===== src/rtl/rx_fifo_param.sv =====
`default_nettype none
// ============================================================================
// rx_fifo_param : parametrised show-ahead receive FIFO with occupancy count,
//                 threshold flags and sticky overflow/underflow errors.
//                 Optional synchronous flush port: define RX_FIFO_FLUSH_EN.
// Revision      : 1.0
// ============================================================================
module rx_fifo_param #(
    parameter int DATA_WIDTH    = 8,
    parameter int DEPTH         = 8,
    parameter int AFULL_THRESH  = 6,
    parameter int AEMPTY_THRESH = 1
) (
    input  logic                    clk,
    input  logic                    n_rst,
    input  logic                    w_enable,
    input  logic [DATA_WIDTH-1:0]   w_data,
    input  logic                    r_enable,
`ifdef RX_FIFO_FLUSH_EN
    input  logic                    flush,
`endif
    input  logic                    err_clear,
    output logic [DATA_WIDTH-1:0]   r_data,
    output logic                    empty,
    output logic                    full,
    output logic                    almost_full,
    output logic                    almost_empty,
    output logic [$clog2(DEPTH):0]  count,
    output logic                    overflow,
    output logic                    underflow
);

    localparam int AW = $clog2(DEPTH);
    localparam int CW = AW + 1;
    localparam logic [CW-1:0] CNT_FULL   = CW'(DEPTH);
    localparam logic [CW-1:0] CNT_AFULL  = CW'(AFULL_THRESH);
    localparam logic [CW-1:0] CNT_AEMPTY = CW'(AEMPTY_THRESH);
    localparam logic [CW-1:0] CNT_ONE    = CW'(1);
    localparam logic [AW-1:0] PTR_ONE    = AW'(1);

    logic [DATA_WIDTH-1:0] mem [DEPTH];
    logic [AW-1:0]         wr_ptr;
    logic [AW-1:0]         rd_ptr;
    logic                  flush_now;
    logic                  rd_ok;
    logic                  wr_ok;
    logic                  ovf_set;
    logic                  unf_set;

`ifdef RX_FIFO_FLUSH_EN
    assign flush_now = flush;
`else
    assign flush_now = 1'b0;
`endif

    // A flush swallows both requests, so neither can be accepted nor flagged.
    assign rd_ok   = r_enable && !empty && !flush_now;
    assign wr_ok   = w_enable && (!full || rd_ok) && !flush_now;
    assign ovf_set = w_enable && !wr_ok && !flush_now;
    assign unf_set = r_enable && !rd_ok && !flush_now;

    assign empty        = (count == '0);
    assign full         = (count == CNT_FULL);
    assign almost_full  = (count >= CNT_AFULL);
    assign almost_empty = (count <= CNT_AEMPTY);
    assign r_data       = empty ? '0 : mem[rd_ptr];

    always_ff @(posedge clk) begin
        if (wr_ok) begin
            mem[wr_ptr] <= w_data;
        end
    end

    always_ff @(posedge clk or negedge n_rst) begin
        if (!n_rst) begin
            wr_ptr <= '0;
            rd_ptr <= '0;
            count  <= '0;
        end else if (flush_now) begin
            wr_ptr <= '0;
            rd_ptr <= '0;
            count  <= '0;
        end else begin
            if (wr_ok) begin
                wr_ptr <= wr_ptr + PTR_ONE;
            end
            if (rd_ok) begin
                rd_ptr <= rd_ptr + PTR_ONE;
            end
            case ({wr_ok, rd_ok})
                2'b10:   count <= count + CNT_ONE;
                2'b01:   count <= count - CNT_ONE;
                default: count <= count;
            endcase
        end
    end

    // err_clear takes priority over an error raised in the same cycle.
    always_ff @(posedge clk or negedge n_rst) begin
        if (!n_rst) begin
            overflow  <= 1'b0;
            underflow <= 1'b0;
        end else if (err_clear) begin
            overflow  <= 1'b0;
            underflow <= 1'b0;
        end else begin
            overflow  <= overflow  | ovf_set;
            underflow <= underflow | unf_set;
        end
    end

endmodule
`default_nettype wire


===== config.mk =====
export PLATFORM = sky130hd
export DESIGN_NAME = rx_fifo_param
export DESIGN_NICKNAME = d
export VERILOG_FILES = /design/src/rtl/rx_fifo_param.sv
export SDC_FILE = /design/constraint.sdc
export NUM_CORES = 1
export LEC_CHECK = 0
export CAP_MARGIN = 20
export CORE_ASPECT_RATIO = 1.1
export CORE_MARGIN = 2
export CORE_UTILIZATION = 45
export DETAILED_ROUTE_END_ITERATION = 10
export HOLD_SLACK_MARGIN = 0.1
export PLACE_DENSITY = 0.69
export SLEW_MARGIN = 20
export SYNTH_ARGS = -nofsm -noshare
export SYNTH_HDL_FRONTEND = slang
export SYNTH_SLANG_ARGS = --single-unit

===== constraint.sdc =====
create_clock -name clk -period 2.9 [get_ports clk]
set_input_delay 0.29 -clock clk [delete_from_list [all_inputs] [get_ports clk]]
set_output_delay 0.29 -clock clk [all_outputs]
set_load 0.005 [all_outputs]

# Word-level counts from Yosys, hierarchy flattened
# Memory sizes are Yosys's and may differ from the RTL's.
# Index checks and enable logic that the tools add are counted.
[totals]
register_bits = 12
out_inout_bits = 18
word_cells = 34
mem_bits_ro = 0
in_bits = 13
mem_count = 1
latch_bits = 0
mem_bits_rw = 64
[mem_list]
columns = ["memory", "words", "word_bits", "read_ports", "rd_clocked_by_memory_dff", "wr", "line_no", "rtl"]
rows = [
  ["mem", 8, 8, 1, 0, 1, "41", "logic [DATA_WIDTH-1:0] mem [DEPTH];"],
]
[op_classes]
order_cmp = 2
n_bitwise = 2
addsub = 4
n_div = 0
shift = 0
n_eq_ne = 3
n_reduce_logical = 11
mux = 6
n_mul = 0
[op_table]
columns = ["op", "count"]
rows = [
  ["8-bit 2-to-1 mux", 1],
  ["4-bit case mux with 2 select lines", 1],
  ["3-bit by 1-bit adder with 3-bit output, second input constant", 2],
  ["4-bit by 1-bit adder with 4-bit output, second input constant", 1],
  ["4-bit equality test, second input constant", 1],
  ["4-bit by 3-bit greater-or-equal comparator with 1-bit output, second input constant", 1],
  ["4-bit by 1-bit <= comparator with 1-bit output, second input constant", 1],
  ["1-bit logical AND", 4],
  ["1-bit logical NOT", 4],
  ["4-bit logical NOT", 1],
  ["1-bit 2-to-1 mux", 4],
  ["4-bit by 1-bit subtractor with 4-bit output, second input constant", 1],
  ["2-bit by 1-bit equality test with 1-bit output, second input constant", 1],
  ["2-bit equality test, second input constant", 1],
  ["1-bit bitwise OR", 2],
  ["2-bit nonzero test", 1],
  ["1-bit logical OR", 1],
]

# Logic depth before layout (Yosys ltp)
[depth]
word_depth = 9
depth_mapped = 7

# Least setup slack after synthesis
# No wires, ideal clock.
[synth_timing]
path_kind = "reg2reg"
from = "reg count[1]"
to = "mem mem[0][0] (enable)"
path_stages_with_launch = 8
required_ns = 2.517
setup_slack_ns = 0.617
arrival_time_ns = 1.899
synth_period_minus_slack_ns = 2.283
setup_time_ns = 0.383
path_cell_list = "dfrtp_1 inv_1 ha_1 buf_4 nand3b_1 o21a_2 nand2b_1 nor3_1"
[synth_via]
elab_chain_len = 7
[synth_rtl]
columns = ["item", "line_no", "rtl"]
rows = [
  ["start: declaration", "28", "output logic [$clog2(DEPTH):0] count,"],
  ["start signal: assignment", "91", "2'b10: count <= count + CNT_ONE;"],
  ["start signal: assignment", "92", "2'b01: count <= count - CNT_ONE;"],
  ["start signal: assignment", "93", "default: count <= count;"],
  ["4-bit logical NOT", "62", "assign empty = (count == '0);"],
  ["1-bit logical NOT", "57", "assign rd_ok = r_enable && !empty && !flush_now;"],
  ["1-bit logical AND", "57", ""],
  ["1-bit logical OR *", "58", "assign wr_ok = w_enable && (!full || rd_ok) && !flush_now;"],
  ["1-bit logical AND *", "58", ""],
  ["1-bit 2-to-1 mux *", "69", "if (wr_ok) begin"],
  ["1-bit 2-to-1 mux (implied by the code) *", "70", "mem[wr_ptr] <= w_data;"],
  ["end: declaration", "41", ""],
]
# Every way passes the cells marked *; elsewhere a longest branch is shown, timed or not.

# Final worst setup path
[layout_timing]
from = "reg count[1]"
to = "out r_data[6]"
[layout_via]
elab_chain_len = 2
[layout_rtl]
columns = ["item", "line_no", "rtl"]
rows = [
  ["4-bit logical NOT", "62", ""],
  ["8-bit 2-to-1 mux", "66", "assign r_data = empty ? '0 : mem[rd_ptr];"],
  ["end: declaration", "23", "output logic [DATA_WIDTH-1:0] r_data,"],
]
# Every way passes these cells.

==> impl_results.md <==
- Status: finished, final reports clean
- Final Skew: 0.004140 ns
- DR DRC count: 0
- # nets final: 293
- Sequential area share after synthesis: 66.07%
- Mapped Area: 3363 µm²
- Clock power share: 16.5%
- Routed WL per cell: 17.72 µm
- Net switching power: 1.263 mW
- Register share of total power: 41.6%
- Resize count post-CTS: 0
- FF+latch count, synth: 76
- Core Region: 7350 µm²
- Total routed wirelength: 6.467 mm
- Total CTS buffers: 9
- H-tree depth: 3
- Chip Height: 94.67 µm
- CP required: 2.61 ns
- DIE WIDTH: 86.43 µm
- Final Util: 53.83%
- Overflow after GRT: 0
- # IOs: 31
- Vias in the first global route: 1849
- Proportion of synthesized area in mux cells: 10.31%
- Layout cells sized above 1: 14.75%
- WP data arrival: 2.36 ns
- Main combinational cell family by area after synthesis: multiplexers
- Setup TNS: 0 ns
- Hpwl dp: 4.309 mm
- Post-synth EDFFs: 64
- Postcts setup bufs: 0
- Die ar.: 8182 µm²
- Clock slew at reported path FFs: 0.07 ns
- Syn Inst Count: 230
- Max-cap violation count: 0
- CTS tree: yes
- Cts hold-fix bufs: 0
- CP Buf/Inv Count: 3
- Asr flop ratio synth: 15.79%
- Comb power frac: 42.0%
- Root buffer cell: clkbuf_8
- Worst Tran Pin Value: 0.5667 ns
- Worst hold margin: 0.3133 ns
- Initial Utilization: 45.76%
- Slowest library cell on the worst path: dfrtp_2
- Worst VDD drop: 0.3810 mV
- Post-layout min period: 2.654 ns
- Net count after synthesis: 249
- Clock Latency Late Sink: 0.34 ns
- Antenna Cells: 0
- CP delay by family, top: buffers and inverters
- Final Total Pwr: 3.852 mW
- Final RePlAce weighted congestion: 0.8237
- CP Cell Sequence: inv_1, ha_2, nor3b_2, buf_4, a31oi_1, and3_1, clkdlybuf4s50_1
- Largest net degree at the start of global routing: 23
- Min-delay worst type: primary input to asynchronous set/reset pin
- Initial drt markers: 132
- PortBufs: 30
- Synthesis-to-finish area growth: 17.63%
- Worst Setup End Kind: output pin
- Reg2Reg Setup Slack: 0.71 ns
- Drt pass-1 iters: 4
- Initial antenna violation count: 0
- Clock sink count: 76
- Unrepaired setup endpoints after global routing: no
- Vias post-DR: 1972
- Vias/cell: 5.403
- Internal power: 2.589 mW
- Post-synthesis adder-cell area fraction: 2.232%
- Slew Limit Fails: 0
- Final Cycle Share: 91.53%
- Crit Path Max Fanout: 11
- CTS Buffer Depth: 2
- First-pass GRT wire length: 9.818 mm
- Synth Area in Compound Gates: 6.176%
- Final setup fails: 0
- Cell Pwr Density: 973.6 nW/µm²
- Std cell rows: 33
- Antenna viol nets, final: 0
- Top FF cell, synth: edfxtp_1
- Post-Synth XOR/XNOR Area: 1.562%
- Simple-Gate Fraction of Synth Area: 10.01%
- Fmax: 0.3767 GHz
- Critical path type: register to output pin
- CP startpoint kind: register
- YS warnings: 0
- Switching share of power: 32.79%
- Final hold vios: 0
- Total Routing Usage GR: 16.72%
- Fill cells: 616
- Max_slew headroom: 62.10%
- Slowest cell delay on critical path: 0.47 ns
- Avg Cell Area, Syn: 14.62 µm²
- Leakage: 1.469 nW
- Distinct cell type count after synthesis: 41
## kinds of logic (layout without fill, tap and decap cells)
kind of cell	Yosys count	count (layout)
multiplexers	34	34
AND/OR/NAND/NOR	60	60
XOR/XNOR	6	6
AO/OA/AOI/OAI	31	31
buffers and inverters	17	65
adder cells (fa/ha/maj)	6	6
flip-flops	76	76
## area by class of cell
| cell class | instances | area (µm²) | area share, % |
|---|---|---|---|
| Clock buffer | 11 | 131.4 | 3.321 |
| Inverter | 3 | 11.26 | 0.2846 |
| Multi-Input combinational cell | 137 | 1021 | 25.81 |
| Sequential cell | 76 | 2226 | 56.26 |
| Timing Repair Buffer | 47 | 440.4 | 11.13 |
| Clock inverter | 4 | 17.52 | 0.4428 |
| Tap cell | 87 | 108.9 | 2.751 |
## synth_stat cells (2+ instances only)
master    instances  share of area [%]
nand2_1          16                1.8
inv_1             3               0.33
buf_1             2               0.22
mux2i_1          32                9.5
a21oi_1           2               0.30
nor2b_1           3               0.56
and3_1            8                1.5
ha_1              6                2.2
edfxtp_1         64                 57
buf_8             2               0.89
a22oi_1           9                2.0
nor3_1            4               0.60
buf_2             2               0.30
a31oi_1           9                1.7
nand3_1           2               0.30
o21ai_0           4               0.60
nand2b_1          4               0.74
dfrtp_1          12                8.9
nor2_1           10                1.1
buf_4             7                1.6
nand4_1           2               0.37
xnor2_1           5                1.3
o211ai_1          3               0.67
nand3b_1          2               0.45
## path summary, 6_finish.rpt
check,end,startpoint,cells after the start
hold / removal,overflow$_DFF_PN0_,n_rst,1
setup / recovery,r_data[6],count[1]$_DFFE_PN0P_,7
setup reg to reg,mem[3][3]$_DFFE_PP_,count[1]$_DFFE_PN0P_,7
hold reg to reg,overflow$_DFF_PN0_,overflow$_DFF_PN0_,2
max in group asynchronous,count[1]$_DFFE_PN0P_,n_rst,1
min in group clk,overflow$_DFF_PN0_,overflow$_DFF_PN0_,2
## state kept, by name, indices dropped and copies added (netlist names)
name       flops
count          4
mem           64
overflow       1
rd_ptr         3
underflow      1
wr_ptr         3
## worst register-to-register path: stages, from the launching register on
cell and delay (ns):
dfrtp_2 0.45, inv_1 0.11, ha_2 0.25, nand3b_1 0.13
o21a_2 0.20, nand2_1 0.12, nor2_1 0.42, buf_4 0.24
## layer usage
metal	up-vias	share of wire, %	track usage (%)
met3	8	5.2	4.633
li1	957	-	-
met1	957	44	21.98
met2	50	50	26.41
met5	-	0	0
met4	0	1.3	6.510
## cells in the final DEF, fill, tap and decap left out, types with 5 or more instances in the layout
| cell | count |
|---|---|
| edfxtp_1 | 64 |
| dfrtp_1 | 9 |
| buf_4 | 16 |
| ha_1 | 5 |
| clkdlybuf4s50_1 | 30 |
| mux2i_1 | 32 |
| a31oi_1 | 9 |
| nand2_1 | 16 |
| clkbuf_8 | 9 |
| xnor2_1 | 5 |
| nor2_1 | 10 |
| a22oi_1 | 9 |
| and3_1 | 8 |
## power by group through the flow
stage	clock network [mW]	logic [mW]	registers [mW]
3_5_place_dp	0	1.62	1.62
3_3_place_gp	0	1.61	1.61
2_1_floorplan	0	1.06	1.52
5_1_grt	0.700	1.77	1.63
6_report	0.634	1.62	1.60
4_1_cts	0.653	1.63	1.60
## metrics by stage
step                      instances  instance area (µm²)  setup WS, ns
after floorplan                 230                 3363        0.6175
after CTS                       365                 3951       0.04690
after global routing            365                 3956       0.07342
after global placement          350                 3802        0.4681
final                           365                 3956        0.2456
after detailed placement        350                 3802        0.4301
No activity file was read; power rests on OpenSTA's default activity.
